$ cat src/rtl/alu_secuencial.sv
// Multi-cycle handshaked ALU: latches operands, runs mul/div/mod one bit per cycle,
// and holds the registered result and flags until the consumer takes them.
module alu_secuencial #(
  parameter int ANCHO = 4
) (
  input  logic             clk,
  input  logic             rst_n,
  input  logic             entrada_valida,
  output logic             entrada_lista,
  input  logic [ANCHO-1:0] operandoA,
  input  logic [ANCHO-1:0] operandoB,
  input  logic [3:0]       seleccion,
  output logic             salida_valida,
  input  logic             salida_lista,
  output logic [ANCHO-1:0] resultado,
  output logic [3:0]       banderas
);

  // state     | meaning
  // LIBRE     | waiting for operands, entrada_lista high
  // CALCULO   | latched operation in progress (1 or ANCHO cycles)
  // RESULTADO | result held until salida_lista
  localparam int CW = $clog2(ANCHO) + 1;
  localparam logic [CW-1:0] ULTIMA = CW'(ANCHO - 1);

  typedef enum logic [1:0] {LIBRE, CALCULO, RESULTADO} estado_t;

  estado_t              estado, estado_sig;
  logic [ANCHO-1:0]     op_a, op_b;
  logic [3:0]           op_sel;
  logic [CW-1:0]        cnt;
  logic [2*ANCHO-1:0]   acc, acc_sig;
  logic                 listo;
  logic [ANCHO-1:0]     res_sig;
  logic                 c_sig, v_sig;
  logic [3:0]           flags_sig;

  logic [ANCHO:0]       suma, resta, desp_izq, desp_der, prueba;
  logic [ANCHO-1:0]     b_desp, resto_div;
  logic [2*ANCHO-1:0]   parcial, acc_div;

  always_ff @(posedge clk or negedge rst_n) begin
    if (!rst_n) estado <= LIBRE;
    else        estado <= estado_sig;
  end

  always_comb begin
    estado_sig = estado;
    case (estado)
      LIBRE:     if (entrada_valida) estado_sig = CALCULO;
      CALCULO:   if (listo)          estado_sig = RESULTADO;
      RESULTADO: if (salida_lista)   estado_sig = LIBRE;
      default:                       estado_sig = LIBRE;
    endcase
  end

  assign entrada_lista = (estado == LIBRE);
  assign salida_valida = (estado == RESULTADO);

  always_comb begin
    suma     = {1'b0, op_a} + {1'b0, op_b};
    resta    = {1'b0, op_a} - {1'b0, op_b};
    desp_izq = {1'b0, op_a} << op_b;
    desp_der = {op_a, 1'b0} >> op_b;
    b_desp   = op_b >> cnt;
    parcial  = b_desp[0] ? ({{ANCHO{1'b0}}, op_a} << cnt) : '0;
    // restoring step: acc = {remainder, dividend bits still to consume / quotient bits}
    prueba    = {acc[2*ANCHO-1:ANCHO], acc[ANCHO-1]};
    resto_div = prueba[ANCHO-1:0] - op_b;
    if (prueba >= {1'b0, op_b}) acc_div = {resto_div, acc[ANCHO-2:0], 1'b1};
    else                        acc_div = {prueba[ANCHO-1:0], acc[ANCHO-2:0], 1'b0};

    acc_sig = acc;
    listo   = 1'b1;
    res_sig = '0;
    c_sig   = 1'b0;
    v_sig   = 1'b0;
    case (op_sel)
      4'd0: begin
        res_sig = suma[ANCHO-1:0];
        c_sig   = suma[ANCHO];
        v_sig   = (op_a[ANCHO-1] == op_b[ANCHO-1]) && (suma[ANCHO-1] != op_a[ANCHO-1]);
      end
      4'd1: begin
        res_sig = resta[ANCHO-1:0];
        c_sig   = resta[ANCHO];
        v_sig   = (op_a[ANCHO-1] != op_b[ANCHO-1]) && (resta[ANCHO-1] != op_a[ANCHO-1]);
      end
      4'd2: begin
        acc_sig = acc + parcial;
        listo   = (cnt == ULTIMA);
        res_sig = acc_sig[ANCHO-1:0];
        v_sig   = |acc_sig[2*ANCHO-1:ANCHO];
      end
      4'd3, 4'd4: begin
        if (op_b == '0) begin
          res_sig = (op_sel == 4'd3) ? '1 : op_a;
          v_sig   = 1'b1;
        end else begin
          acc_sig = acc_div;
          listo   = (cnt == ULTIMA);
          res_sig = (op_sel == 4'd3) ? acc_div[ANCHO-1:0] : acc_div[2*ANCHO-1:ANCHO];
        end
      end
      4'd5: res_sig = op_a & op_b;
      4'd6: res_sig = op_a | op_b;
      4'd7: res_sig = op_a ^ op_b;
      4'd8: begin
        res_sig = desp_izq[ANCHO-1:0];
        c_sig   = desp_izq[ANCHO];
      end
      4'd9: begin
        res_sig = desp_der[ANCHO:1];
        c_sig   = desp_der[0];
      end
      default: res_sig = '0;
    endcase
    flags_sig = {res_sig[ANCHO-1], (res_sig == '0), c_sig, v_sig};
  end

  always_ff @(posedge clk or negedge rst_n) begin
    if (!rst_n) begin
      op_a      <= '0;
      op_b      <= '0;
      op_sel    <= '0;
      cnt       <= '0;
      acc       <= '0;
      resultado <= '0;
      banderas  <= '0;
    end else begin
      case (estado)
        LIBRE: begin
          if (entrada_valida) begin
            op_a   <= operandoA;
            op_b   <= operandoB;
            op_sel <= seleccion;
            cnt    <= '0;
            acc    <= (seleccion == 4'd2) ? '0 : {{ANCHO{1'b0}}, operandoA};
          end
        end
        CALCULO: begin
          acc <= acc_sig;
          if (listo) begin
            resultado <= res_sig;
            banderas  <= flags_sig;
          end else begin
            cnt <= cnt + CW'(1);
          end
        end
        default: ;
      endcase
    end
  end

endmodule

$ cat config.mk
export PLATFORM = sky130hd
export DESIGN_NAME = alu_secuencial
export DESIGN_NICKNAME = d
export VERILOG_FILES = /design/src/rtl/alu_secuencial.sv
export SDC_FILE = /design/constraint.sdc
export NUM_CORES = 1
export LEC_CHECK = 0
export ABC_AREA = 0
export ABC_CLOCK_PERIOD_IN_PS = 3900
export BUFFER_PORTS_ARGS = -buffer_cell sky130_fd_sc_hd__buf_2
export CORE_ASPECT_RATIO = 2
export CORE_MARGIN = 1.5
export CORE_UTILIZATION = 40
export DETAILED_ROUTE_END_ITERATION = 10
export PLACE_DENSITY = 0.68
export SETUP_SLACK_MARGIN = 0.05
export SYNTH_ARGS = -nofsm -noshare
export SYNTH_HDL_FRONTEND = slang
export SYNTH_SLANG_ARGS = --single-unit
$ cat constraint.sdc
create_clock -name clk -period 3.9 [get_ports clk]
set_clock_uncertainty 0.05 [all_clocks]
set_input_delay 0.195 -clock clk [delete_from_list [all_inputs] [get_ports clk]]
set_output_delay 0.195 -clock clk [all_outputs]
set_load 0.1 [all_outputs]
==> flow_metrics.env <==
export IMPL_status="completed"
export IMPL_fin_crit_sh_pct=83.58
export IMPL_critPathMaxStageDelay_ns=0.56
export IMPL_ys_seq_area_share_pct=24.76
export IMPL_hold_path_end="op_b[1]"
export IMPL_vias=2992
export IMPL_start_util_pct=41.02
export IMPL_synth_seq_cells=32
export IMPL_hp_class="input port to flop"
export IMPL_clkLatencyLatePin_ns=0.28
export IMPL_grt_setup_unrepaired="no"
export IMPL_gp_congestion=0.9583
export IMPL_crit_required_ns=4.05
export IMPL_io_buffers=25
export IMPL_drtPass1Iterations=4
export IMPL_slew_viol_final=0
export IMPL_slowest_stage="mux4_2"
export IMPL_whs_ns=0.09242
export IMPL_fin_crit_ns=3.260
export IMPL_coreArea_um2=7885
export IMPL_synth_cell_types=68
export IMPL_synth_top_area_cell="dfrtp_1"
export IMPL_drt_wl_total_mm=9.831
export IMPL_worst_pin_slew_ns=0.8407
export IMPL_r2r_end="acc[6]"
export IMPL_ctsResizeCount=0
export IMPL_path_cells="mux4_2 -> nand2_1 -> nor3_1 -> ha_1 -> inv_1 -> fa_1 -> nor2b_1 -> o21ai_0 -> a21boi_0 -> o21a_1 -> or4b_1 -> a32oi_1"
export IMPL_clock_path_buffers=2
export IMPL_postSynthAreaPerCell_um2=8.602
export IMPL_place_hpwl_mm=7.661
export IMPL_io_pins=26
export IMPL_synth_top_flop_cell="dfrtp_1"
export IMPL_setup_viol=0
export IMPL_finalSetupTns_ns=0
export IMPL_wl_per_cell_um=19.98
export IMPL_die_x_um=66.59
export IMPL_avgViaCountPerCell=6.081
export IMPL_clk_pin_slew_worst_paths_ns=0.06
export IMPL_grt_pass1_wl_mm=15.37
export IMPL_syn_inst=376
export IMPL_fillers=761
export IMPL_worstHoldStart="operandoB[1]"
export IMPL_cts_htree_levels=2
export IMPL_yosysWarningCount=0
export IMPL_synth_area_leaders="dfrtp_1 25%, ha_1 10%, mux2_2 8.0%"
export IMPL_arrival_ns=3.41
export IMPL_cts_buffers=5
export IMPL_syn_area_um2=3234
export IMPL_yosys_area_top_type_share_pct=24.76
export IMPL_critPathLaunchType="flop"
export IMPL_num_nets_final=441
export IMPL_r2r_start="cnt[1]"
export IMPL_ant_nets=0
export IMPL_drc=0
export IMPL_rows=46
export IMPL_die_h_um=130.2
export IMPL_hold_violations=0
export IMPL_cp_max_fo=12
export IMPL_synth_edf_count=0
export IMPL_cts_root_buffer="clkbuf_16"
export IMPL_ff2ff_setup_slack_ns=0.64
export IMPL_syn_to_final_growth_pct=11.57
export IMPL_synth_nets=422
export IMPL_maxSlewHeadroom_pct=42.50
export IMPL_antenna_found_initial=0
export IMPL_synth_most_common_cell="dfrtp_1"
export IMPL_critPathCaptureType="flop"
export IMPL_clkSinkCount=32
export IMPL_grt_pass1_vias=2995
export IMPL_antenna_cells=0
export IMPL_ff2ff_path_depth=12
export IMPL_async_reset_ff_share_pct=100.0
export IMPL_first_iter_violations=176
export IMPL_yosys_top_cells_count="32 x dfrtp_1, 30 x nor2_1, 27 x nand2_1"
export IMPL_cap_violations=0
export IMPL_worstSetupPathType="flop to flop"
export IMPL_drive_above_1_share_pct=18.94
export IMPL_die_area_um2=8667
export IMPL_max_freq_ghz=0.3068
export IMPL_grt_max_degree=33
export IMPL_cts_hold_buf=1
export IMPL_track_usage_pct=23.97
export IMPL_min_delay_path_depth=2
export IMPL_cts_setup_buffers=0
export IMPL_cts_tree="yes"
export IMPL_overflow=0
layout make-up:
cell class / count / area [um^2] / area share, %
Clock buffer: 5 / 125.1 / 3.467
Clock inverter: 3 / 42.54 / 1.179
Sequential cell: 32 / 800.8 / 22.19
Inverter: 24 / 90.09 / 2.497
Tap cell: 96 / 120.1 / 3.329
Timing Repair Buffer: 34 / 195.2 / 5.409
Multi-Input combinational cell: 298 / 2235 / 61.93
worst max-delay path: cells and delay by family, from the launching register on:
kind / cells / cell delay, ns
compound gates: 4 / 0.80
fa+ha+maj: 2 / 0.41
buf+inv: 1 / 0.07
flops: 1 / 0.55
mux: 1 / 0.56
simple gates: 4 / 0.73
cell usage in the layout (no fill, tap or decap), drive strengths merged, types with 4 or more instances in the layout:
cell type   n
ha         26
mux2       23
buf        33
inv        24
nand3      13
a22oi       5
o211ai      7
nand3b      4
clkbuf      5
a21oi      17
nor2b       4
o21a        4
xor2        4
a211oi      4
nor4        4
nor2       30
o21ai      26
fa          4
a31oi       4
a21o        7
nand2b      8
mux2i      13
nor3       10
nand2      28
dfrtp      32
sequential cells by signal (all words and copies together), names as in the netlist:
register and flops:
estado 2, resultado 4, op_b 4, op_a 4, banderas 3, op_sel 4, acc 8, cnt 3
how the worst max path moves through the flow:
stage	start	end	slack (ns)	depth (start not counted)
finish	cnt[1]	acc[6]	0.64	12
global route	cnt[1]	acc[6]	0.40	12
CTS	cnt[1]	acc[6]	0.66	12
detailed placement	cnt[1]	banderas[2]	0.69	11
global placement	cnt[1]	acc[7]	0.76	11
floorplan	op_b[0]	acc[7]	0.82	12
routing by layer:
| layer | GRT usage (%) | vias up | routed length (um) |
|---|---|---|---|
| met3 | 2.931 | 44 | 277 |
| met1 | 24.12 | 1433 | 3499 |
| li1 | - | 1423 | - |
| met2 | 43.18 | 92 | 5312 |
| met5 | 0 | - | 0 |
| met4 | 18.37 | 0 | 742 |
cell families (layout without fill, tap and decap cells):
family | Yosys count | count (layout) | share of synthesized area, %
muxes | 37 | 37 | 12.73
DFF | 32 | 32 | 24.76
xor gates and xnor gates | 7 | 7 | 1.896
AOI/OAI and AO/OA | 105 | 105 | 22.71
adders and majority gates | 30 | 30 | 12.53
buffers and inverters | 46 | 66 | 6.151
and+or+nand+nor | 119 | 119 | 19.23
metrics by stage:
| stage | utilization, % | cell area, um^2 | worst slack, ns | std cells |
|---|---|---|---|---|
| floorplan | - | 3234 | 0.8165 | 376 |
| global placement | 43.51 | 3431 | 0.7628 | 483 |
| detailed placement | 43.51 | 3431 | 0.6902 | 483 |
| CTS | 45.76 | 3608 | 0.6617 | 492 |
| global route | 45.76 | 3608 | 0.4045 | 492 |
| finish | 45.76 | 3608 | 0.6402 | 492 |
Power is not shown: default switching activity piles up to over one toggle a cycle in this logic, so the estimate is an artifact.
